$ cat config.mk
export PLATFORM = sky130hd
export DESIGN_NAME = wrr_arbiter_flat
export DESIGN_NICKNAME = d
export VERILOG_FILES = /design/src/rtl/wrr_arbiter_pkg.sv /design/src/rtl/wrr_arbiter_if.sv /design/src/rtl/rr_priority_picker.sv /design/src/rtl/wrr_arbiter.sv /design/src/flat_wrapper.sv
export SDC_FILE = /design/constraint.sdc
export NUM_CORES = 1
export LEC_CHECK = 0
export ABC_AREA = 1
export CORE_MARGIN = 10
export CORE_UTILIZATION = 60
export DETAILED_ROUTE_END_ITERATION = 10
export HOLD_SLACK_MARGIN = 0.03
export PLACE_DENSITY = 0.95
export RECOVER_POWER = 100
export SETUP_SLACK_MARGIN = 0.4
export SKIP_LAST_GASP = 1
export SLEW_MARGIN = 5
export SYNTH_ARGS = -nofsm -noshare
export SYNTH_HDL_FRONTEND = slang
export SYNTH_HIERARCHICAL = 1
export SYNTH_SLANG_ARGS = --single-unit
$ cat constraint.sdc
create_clock -name i_clk -period 4.9 [get_ports i_clk]
set_input_delay 0.735 -clock i_clk [delete_from_list [all_inputs] [get_ports i_clk]]
set_output_delay 0.735 -clock i_clk [all_outputs]
set_load 0.01 [all_outputs]
$ cat src/rtl/wrr_arbiter_pkg.sv
// Shared types for the weighted round-robin arbiter family.
// The mode encoding matches the i_mode pin.
package wrr_arbiter_pkg;

   typedef enum logic {
      WRR_MODE_WEIGHTED = 1'b0,
      WRR_MODE_PLAIN    = 1'b1
   } wrr_mode_e;

endpackage

$ cat src/rtl/wrr_arbiter_if.sv
// Request/grant bundle between requesters (master) and the arbiter (slave).
interface wrr_arbiter_if #(
   parameter int REQUEST_WIDTH = 4,
   parameter int WEIGHT_WIDTH  = 4
);
   localparam int INDEX_WIDTH = (REQUEST_WIDTH == 1) ? 1 : $clog2(REQUEST_WIDTH);

   logic                                        i_mode;
   logic [REQUEST_WIDTH-1:0][WEIGHT_WIDTH-1:0]  i_weight;
   logic [REQUEST_WIDTH-1:0]                    i_request;
   logic                                        i_ack;
   logic [REQUEST_WIDTH-1:0]                    o_grant;
   logic                                        o_grant_valid;
   logic [INDEX_WIDTH-1:0]                      o_grant_index;

   modport master (
      output i_mode, i_weight, i_request, i_ack,
      input  o_grant, o_grant_valid, o_grant_index
   );

   modport slave (
      input  i_mode, i_weight, i_request, i_ack,
      output o_grant, o_grant_valid, o_grant_index
   );
endinterface

$ cat src/rtl/rr_priority_picker.sv
// Combinational rotate-and-find-first: grants the first eligible bit at or
// above start_index, wrapping upward. Expects start_index < N.
module rr_priority_picker #(
   parameter int N = 4,
   localparam int IW = (N == 1) ? 1 : $clog2(N)
) (
   input  logic [N-1:0]  i_eligible,
   input  logic [IW-1:0] i_start,
   output logic [N-1:0]  o_grant,
   output logic [IW-1:0] o_index,
   output logic          o_found
);

   logic [2*N-1:0] doubled;
   logic [N-1:0]   rotated;
   logic [IW:0]    pos;

   always_comb begin
      doubled = {i_eligible, i_eligible};
      rotated = doubled[i_start +: N];
      pos     = '0;
      o_index = '0;
      o_found = 1'b0;
      for (int i = 0; i < N; i++) begin
         if (!o_found && rotated[i]) begin
            o_found = 1'b1;
            pos     = {1'b0, i_start} + (IW+1)'(i);
            // Undo the rotation, folding positions past the top back to zero.
            if (pos >= (IW+1)'(N)) begin
               pos = pos - (IW+1)'(N);
            end
            o_index = pos[IW-1:0];
         end
      end
      o_grant = o_found ? (N'(1) << o_index) : '0;
   end

endmodule

$ cat src/rtl/wrr_arbiter.sv
// Weighted round-robin arbiter: per-requester credits reloaded from i_weight,
// grant held until acknowledged, optional plain round-robin mode.
module wrr_arbiter
   import wrr_arbiter_pkg::*;
#(
   parameter int REQUEST_WIDTH = 4,
   parameter int WEIGHT_WIDTH  = 4,
   localparam int N  = REQUEST_WIDTH,
   localparam int WW = WEIGHT_WIDTH,
   localparam int IW = (N == 1) ? 1 : $clog2(N)
) (
   input  logic          i_clk,
   input  logic          i_rst_n,
   wrr_arbiter_if.slave  bus
);

   logic [N-1:0][WW-1:0] credit_q, credit_d;
   logic [IW-1:0]        last_q, last_d;
   logic                 lock_q, lock_d;
   logic [IW-1:0]        lock_idx_q, lock_idx_d;

   logic                 weighted;
   logic                 reload;
   logic [N-1:0][WW-1:0] eff_weight;
   logic [N-1:0][WW-1:0] credit_eff;
   logic [N-1:0]         credit_ok;
   logic [N-1:0]         eligible;
   logic [IW-1:0]        start_idx;
   logic [N-1:0]         pick_grant;
   logic [IW-1:0]        pick_index;
   logic                 pick_found;
   logic                 lock_hold;
   logic [N-1:0]         grant;
   logic [IW-1:0]        grant_index;
   logic                 grant_valid;

   // A reload substitutes the weights for the credits in the same cycle, so
   // arbitration never stalls waiting for new credits.
   always_comb begin
      weighted = (wrr_mode_e'(bus.i_mode) == WRR_MODE_WEIGHTED);
      for (int i = 0; i < N; i++) begin
         eff_weight[i] = (bus.i_weight[i] == '0) ? WW'(1) : bus.i_weight[i];
         credit_ok[i]  = (credit_q[i] != '0);
      end
      reload     = weighted && (|bus.i_request) && !(|(bus.i_request & credit_ok));
      credit_eff = reload ? eff_weight : credit_q;
      for (int i = 0; i < N; i++) begin
         eligible[i] = bus.i_request[i] && (!weighted || (credit_eff[i] != '0));
      end
   end

   assign start_idx = (last_q == IW'(N-1)) ? '0 : last_q + 1'b1;

   rr_priority_picker #(.N(N)) u_picker (
      .i_eligible (eligible),
      .i_start    (start_idx),
      .o_grant    (pick_grant),
      .o_index    (pick_index),
      .o_found    (pick_found)
   );

   // An unacknowledged grant is held only while its requester still asks.
   always_comb begin
      lock_hold = lock_q && bus.i_request[lock_idx_q];
      if (lock_hold) begin
         grant       = N'(1) << lock_idx_q;
         grant_index = lock_idx_q;
         grant_valid = 1'b1;
      end else begin
         grant       = pick_grant;
         grant_index = pick_found ? pick_index : '0;
         grant_valid = pick_found;
      end
   end

   assign bus.o_grant       = grant;
   assign bus.o_grant_valid = grant_valid;
   assign bus.o_grant_index = grant_index;

   always_comb begin
      credit_d   = weighted ? credit_eff : credit_q;
      last_d     = last_q;
      lock_d     = lock_q;
      lock_idx_d = lock_idx_q;
      if (grant_valid) begin
         if (bus.i_ack) begin
            last_d = grant_index;
            lock_d = 1'b0;
            if (weighted) begin
               credit_d[grant_index] = (credit_eff[grant_index] != '0)
                                       ? credit_eff[grant_index] - WW'(1) : '0;
            end
         end else begin
            lock_d     = 1'b1;
            lock_idx_d = grant_index;
         end
      end
   end

   // Zero credits force a reload on the first request; last = N-1 gives
   // requester 0 first priority out of reset.
   always_ff @(posedge i_clk or negedge i_rst_n) begin
      if (!i_rst_n) begin
         credit_q   <= '0;
         last_q     <= IW'(N-1);
         lock_q     <= 1'b0;
         lock_idx_q <= '0;
      end else begin
         credit_q   <= credit_d;
         last_q     <= last_d;
         lock_q     <= lock_d;
         lock_idx_q <= lock_idx_d;
      end
   end

endmodule

$ cat src/flat_wrapper.sv
// flat-port wrapper written by rule: the top's interface ports become plain ports
module wrr_arbiter_flat import wrr_arbiter_pkg::*;
#(
   parameter int REQUEST_WIDTH = 4,
   parameter int WEIGHT_WIDTH  = 4,
   localparam int N  = REQUEST_WIDTH,
   localparam int WW = WEIGHT_WIDTH,
   localparam int IW = (N == 1) ? 1 : $clog2(N)
)
  (i_clk, i_rst_n, bus_i_mode, bus_i_weight, bus_i_request, bus_i_ack, bus_o_grant, bus_o_grant_valid, bus_o_grant_index);
  wrr_arbiter_if #(.REQUEST_WIDTH(REQUEST_WIDTH), .WEIGHT_WIDTH(WEIGHT_WIDTH)) bus_i ();
  input  logic i_clk;
  input  logic i_rst_n;
  input wire logic [$bits(bus_i.i_mode)-1:0] bus_i_mode;
  input wire logic [$bits(bus_i.i_weight)-1:0] bus_i_weight;
  input wire logic [$bits(bus_i.i_request)-1:0] bus_i_request;
  input wire logic [$bits(bus_i.i_ack)-1:0] bus_i_ack;
  output wire logic [$bits(bus_i.o_grant)-1:0] bus_o_grant;
  output wire logic [$bits(bus_i.o_grant_valid)-1:0] bus_o_grant_valid;
  output wire logic [$bits(bus_i.o_grant_index)-1:0] bus_o_grant_index;
  assign bus_i.i_mode = bus_i_mode;
  assign bus_i.i_weight = bus_i_weight;
  assign bus_i.i_request = bus_i_request;
  assign bus_i.i_ack = bus_i_ack;
  assign bus_o_grant = bus_i.o_grant;
  assign bus_o_grant_valid = bus_i.o_grant_valid;
  assign bus_o_grant_index = bus_i.o_grant_index;
  wrr_arbiter #(.REQUEST_WIDTH(REQUEST_WIDTH), .WEIGHT_WIDTH(WEIGHT_WIDTH)) u_core (.i_clk(i_clk), .i_rst_n(i_rst_n), .bus(bus_i));
endmodule
# [Word-level counts from Yosys, hierarchy flattened]
# Index checks and enable logic that the tools add are counted.
[word_totals] register_bits=21 latchBits=0 ramBits=0 romBits=0 wordCells=102 n_memories=0
[classes] n_addsub=9 n_mul=0 div_mod_pow=0 order_cmp=7 n_eq_ne=1 shift=3 mux=36 bitwise_logic=3 n_reduce_logical=36
[op_table] cell="2-to-1 mux 16 bit" count=5
[op_table] cell="2-to-1 mux 4 bit" count=9
[op_table] cell="nonzero test 4 bit" count=9
[op_table] cell="2-to-1 mux 2 bit" count=11
[op_table] cell="bitwise mux 16 bit" count=1
[op_table] cell="zero test 4 bit" count=4
[op_table] cell="logical AND 1 bit" count=11
[op_table] cell=">= comparator 3 bit (second input constant)" count=3
[op_table] cell="binary-select mux 4 bit (select 2 bit)" count=1
[op_table] cell="demux 4 bit (select 2 bit)" count=1
[op_table] cell="OR reduction 4 bit" count=2
[op_table] cell="variable part select 8 x 3 -> 4 bit" count=1
[op_table] cell="left shift 1 x 2 -> 4 bit (first input constant)" count=2
[op_table] cell="subtractor 2 x 1 -> 2 bit (second input constant)" count=4
[op_table] cell="2-to-1 mux 1 bit" count=7
[op_table] cell="adder 2 x 2 -> 3 bit (second input constant)" count=2
[op_table] cell="less-than comparator 2 x 3 -> 1 bit (second input constant)" count=2
[op_table] cell="bitwise AND 4 bit" count=1
[op_table] cell="zero test 1 bit" count=4
[op_table] cell="logical OR 1 bit" count=4
[op_table] cell="AND reduction 2 bit" count=2
[op_table] cell="subtractor 4 x 1 -> 4 bit (second input constant)" count=1
[op_table] cell="adder 2 x 1 -> 3 bit (second input constant)" count=1
[op_table] cell=">= comparator 2 x 3 -> 1 bit (second input constant)" count=1
[op_table] cell="5 further kinds" count=6

# [Depth between registers and ports, before layout]
[logic_depth] ltp_word=30 ltp_mapped=34

# [Modules after synthesis]
# The synthesis kept the hierarchy.
[by_module_without_submodules] mod="wrr_arbiter" n_inst=1 cells_per_inst=294 area_per_inst_um2=1826.8 seq_area_each_um2=528.0
[by_module_without_submodules] mod="rr_priority_picker" n_inst=1 cells_per_inst=66 area_per_inst_um2=341.6 seq_area_each_um2=0.0

# [Worst setup path before layout]
# Ideal clock, no wire load.
[synth_path] kind="input port to flip-flop" start="input port bus_i_request[3]" end="register u_core/credit_q[12] (netlist bit)" setup_ps=74 t_arrival_ps=3450 setup_slack_ps=1376 cell_stages=30 path_cell_list="nor2_1 nand2_1 nand3_1 nor2_2 buf_2 nand2_1 nand2_1 nor4_1 a21boi_0 inv_1 nand2_1 nand3_1 nand2_1 inv_1 nand2_2 nand2_1 nand2_1 nand2_1 nand2_1 inv_1 nand2_1 nand2_2 nor2_2 nand2_1 and2_1 nand2_2 nor2_2 nand2_2 nand2_2 o21ai_2"
[synth_rtl] item="start, declared" line="flat_wrapper.sv:16" source="input wire logic [$bits(bus_i.i_request)-1:0] bus_i_request;"
[synth_rtl] item="end signal, assigned" line="wrr_arbiter.sv:109" source="credit_q <= credit_d;"
[synth_rtl] item="end, declared" line="wrr_arbiter.sv:17" source="logic [N-1:0][WW-1:0] credit_q, credit_d;"

# [Final worst setup path]
[layout_path] start="input port bus_i_request[0]" end="output port bus_o_grant_index[1]"
[layout_between] elab_chain_cells=21 word_cells_on_any_way=39
[layout_lines] item="bitwise AND 4 bit" line="wrr_arbiter.sv:45" source="reload = weighted && (|bus.i_request) && !(|(bus.i_request & credit_ok));"
[layout_lines] item="OR reduction 4 bit" line="wrr_arbiter.sv:45"
[layout_lines] item="zero test 1 bit" line="wrr_arbiter.sv:45"
[layout_lines] item="logical AND 1 bit *" line="wrr_arbiter.sv:45"
[layout_lines] item="2-to-1 mux 16 bit *" line="wrr_arbiter.sv:46" source="credit_eff = reload ? eff_weight : credit_q;"
[layout_lines] item="nonzero test 4 bit *" line="wrr_arbiter.sv:48" source="eligible[i] = bus.i_request[i] && (!weighted || (credit_eff[i] != '0));"
[layout_lines] item="logical OR 1 bit *" line="wrr_arbiter.sv:48"
[layout_lines] item="logical AND 1 bit *" line="wrr_arbiter.sv:48"
[layout_lines] item="named net u_core.eligible[3]" line="wrr_arbiter.sv:27" source="logic [N-1:0] eligible;"
[layout_lines] item="[6 not listed]"
[layout_lines] item="logical AND 1 bit" line="rr_priority_picker.sv:25" source="if (!o_found && rotated[i]) begin"
[layout_lines] item="2-to-1 mux 1 bit" line="rr_priority_picker.sv:25"
[layout_lines] item="zero test 1 bit" line="rr_priority_picker.sv:25"
[layout_lines] item="logical AND 1 bit" line="rr_priority_picker.sv:25"
[layout_lines] item="2-to-1 mux 1 bit *" line="rr_priority_picker.sv:25"
[layout_lines] item="named net u_core.pick_found" line="wrr_arbiter.sv:31" source="logic pick_found;"
[layout_lines] item="2-to-1 mux 2 bit *" line="wrr_arbiter.sv:71" source="grant_index = pick_found ? pick_index : '0;"
[layout_lines] item="2-to-1 mux 2 bit *" line="wrr_arbiter.sv:65" source="if (lock_hold) begin"
[layout_lines] item="end, declared" line="flat_wrapper.sv:20" source="output wire logic [$bits(bus_i.o_grant_index)-1:0] bus_o_grant_index;"
# The timed path passes the listed nets; every way through them passes the cells marked *. The select of a mux whose other input is x is not followed.

==> impl_metrics.env <==
export IMPL_stdcell_count=450
export IMPL_yosys_area_top_type="nand2_1"
export IMPL_ant_nets=0
export IMPL_yosysTopAreaCellShare=0.256
export IMPL_vias=2517
export IMPL_fmax_ghz=0.223
export IMPL_hold_viol_final=0
export IMPL_start_util=0.635
export IMPL_holdPathStages=2
export IMPL_synth_area_sq_um=2170
export IMPL_grt_pass1_wl_mm=10.3
export IMPL_tightest_slew_ns=0.996
export IMPL_grt_max_degree=22
export IMPL_r2r_cells=27
export IMPL_drt_wl_total_mm=6.40
export IMPL_skew_ns=0.00336
export IMPL_synth_seq_cells=21
export IMPL_dieArea_sq_um=6420
export IMPL_cts_made_buffers=3
export IMPL_drive_gt1_frac=0.208
export IMPL_grt_usage=0.195
export IMPL_grt_pass1_vias=2310
export IMPL_antenna_cells=0
export IMPL_synthTopCellsByArea="nand2_1 26%, dfrtp_1 22%, nand3_1 7.2%"
export IMPL_slew_violations=0
export IMPL_seqCellArea_sq_um=528
export IMPL_area_growth_pct=22.8
export IMPL_place_congestion=0.980
export IMPL_rows=21
export IMPL_yosys_warnings=6
export IMPL_synthCells=360
export IMPL_start_kind="input pin"
export IMPL_critical_path_class="input pin to primary output"
export IMPL_hp_start="u_core/last_q[1]"
export IMPL_synth_nets=385
export IMPL_finalSetupViolations=0
export IMPL_setup_ws_ns=0.424
export IMPL_rsz0062_at_grt="false"
export IMPL_tritoncts="yes"
export IMPL_final_cell_mix="148 x nand2_1, 33 x inv_1, 32 x nand3_1, 23 x nor2_1, 19 x dfrtp_1"
export IMPL_coreArea_sq_um=3420
export IMPL_insertion_delay_ns=0.32
export IMPL_fill_cells=287
export IMPL_drt_iter0_drc=256
export IMPL_final_common_cell="nand2_1"
export IMPL_hpwl_mm=4.97
export IMPL_worstPathRequired_ns=4.16
export IMPL_startpoint="bus_i_request[0]"
export IMPL_min_period_ns=4.48
export IMPL_outcome="finished clean"
export IMPL_cts_buffer_depth=2
export IMPL_timing_rr_start="u_core/credit_q[8]"
export IMPL_synth_avg_cell_area_sq_um=6.02
export IMPL_synth_seq_area_share=0.244
export IMPL_die_h_um=80.1
export IMPL_ioPinCount=31
export IMPL_postLayoutCoreUtil=0.779
export IMPL_nNetsFinal=430
export IMPL_tns_ns=0
export IMPL_antenna_found_initial=0
export IMPL_cts_htree_levels=1
export IMPL_crit_path_end_kind="primary output"
export IMPL_clkTransAtPathRegs_ns=0.13
export IMPL_wl_per_cell_um=14.2
export IMPL_post_place_cells=440
export IMPL_hold_class="flop to flop"
export IMPL_root_buffer="clkbuf_4"
export IMPL_drv_cap=0
export IMPL_die_x_um=80.1
export IMPL_relSlewSlack=0.334
export IMPL_globalRouteOverflowTotal=0
export IMPL_post_place_ws_ns=-0.00740
export IMPL_dr_pass1_iters=5
export IMPL_crit_arrival_ns=3.74
export IMPL_vias_per_cell=5.59
export IMPL_portBuffers=30
export IMPL_numClockSinks=21
export IMPL_multi_input_comb_area_sq_um=1460
export IMPL_synth_distinct_cells=30
export IMPL_period_share=0.913
export IMPL_drc=0
export IMPL_cp_max_fo=9
[synth_stat cells, drive strengths merged]
master  count
nand2     171
nor2       42
inv        41
nand3      35
dfrtp      19
o21ai      19
nand4       7
buf         5
nor3        4
o31ai       4
a21boi      2
and2        2
dfstp       2
nor4        2
a21oi       1
ha          1
o21a        1
o31a        1
xnor2       1
[sequential cells by signal, summed over array words and instances (netlist names)]
signal             count
u_core/last_q          2
u_core/lock_q          1
u_core/credit_q       16
u_core/lock_idx_q      2
[stage by stage]
stage	hold WS [ns]	cell area (sq um)
finish	0.520	2660
CTS	0.522	2640
global placement	0.489	2560
global route	0.555	2660
detailed placement	0.504	2560
floorplan	0.439	2170
[final cells by class]
cell class                 count  share of cell area
clock buffer                   3             0.00846
clock inverter                 1             0.00188
inverter                      41              0.0606
multi-input combinational    293               0.548
sequential                    21               0.198
tap                           46              0.0216
timing repair buffer          45               0.161
[cell families (layout without fill, tap and decap cells)]
group           after synthesis  in the layout  synth area share
buf+inv                      46             90            0.0958
compound gates               28             28            0.0866
flops                        21             21             0.244
simple gates                263            263             0.564
fa+ha+maj                     1              1           0.00577
xor+xnor                      1              1           0.00404
[routing by layer]
layer	wire length, um	GRT usage	up-vias
met5	0	0	-
met4	97	0.0440	0
met3	670	0.0401	14
met2	3070	0.335	136
met1	2570	0.244	1144
li1	-	-	1223
[critical path, stage by stage]
cell and delay [ns]:
clkdlybuf4s25_1 0.33, nor2_1 0.06, nand2_1 0.08, nand2_1 0.08
a21oi_2 0.19, nand2_4 0.10, buf_12 0.15, nand2_1 0.08
nand2_2 0.08, nor2_2 0.11, nand3_1 0.09, o21a_1 0.25
nand2_1 0.10, o21ai_2 0.08, nor2_1 0.28, nand4_1 0.21
buf_4 0.20, nand2_1 0.07, inv_1 0.07, nand2_4 0.07
nand2_4 0.04, dlygate4sd2_1 0.28
[worst paths after layout]
path	slack [ns]	endpoint
worst max-delay path	0.42	bus_o_grant_index[1]
worst min-delay path	0.52	u_core/last_q[1]
worst max register to register	0.77	u_core/credit_q[15]
worst min register to register	0.52	u_core/last_q[1]
max in group asynchronous	3.29	u_core/lock_idx_q[0]
min in group asynchronous	1.01	u_core/credit_q[13]
[repair_timing]
| action | 4_1_cts | 5_1_grt |
|---|---|---|
| setup buffers | 4 | 2 |
| hold buffers | 0 | 0 |
| setup endpoints to repair | 7 | 20 |
| resized for setup | 14 | 10 |
| pin swaps | 4 | 6 |
Power is left out: the tool's default activity adds up to more than one toggle a clock period on the data nets, which glitch-free logic cannot reach.
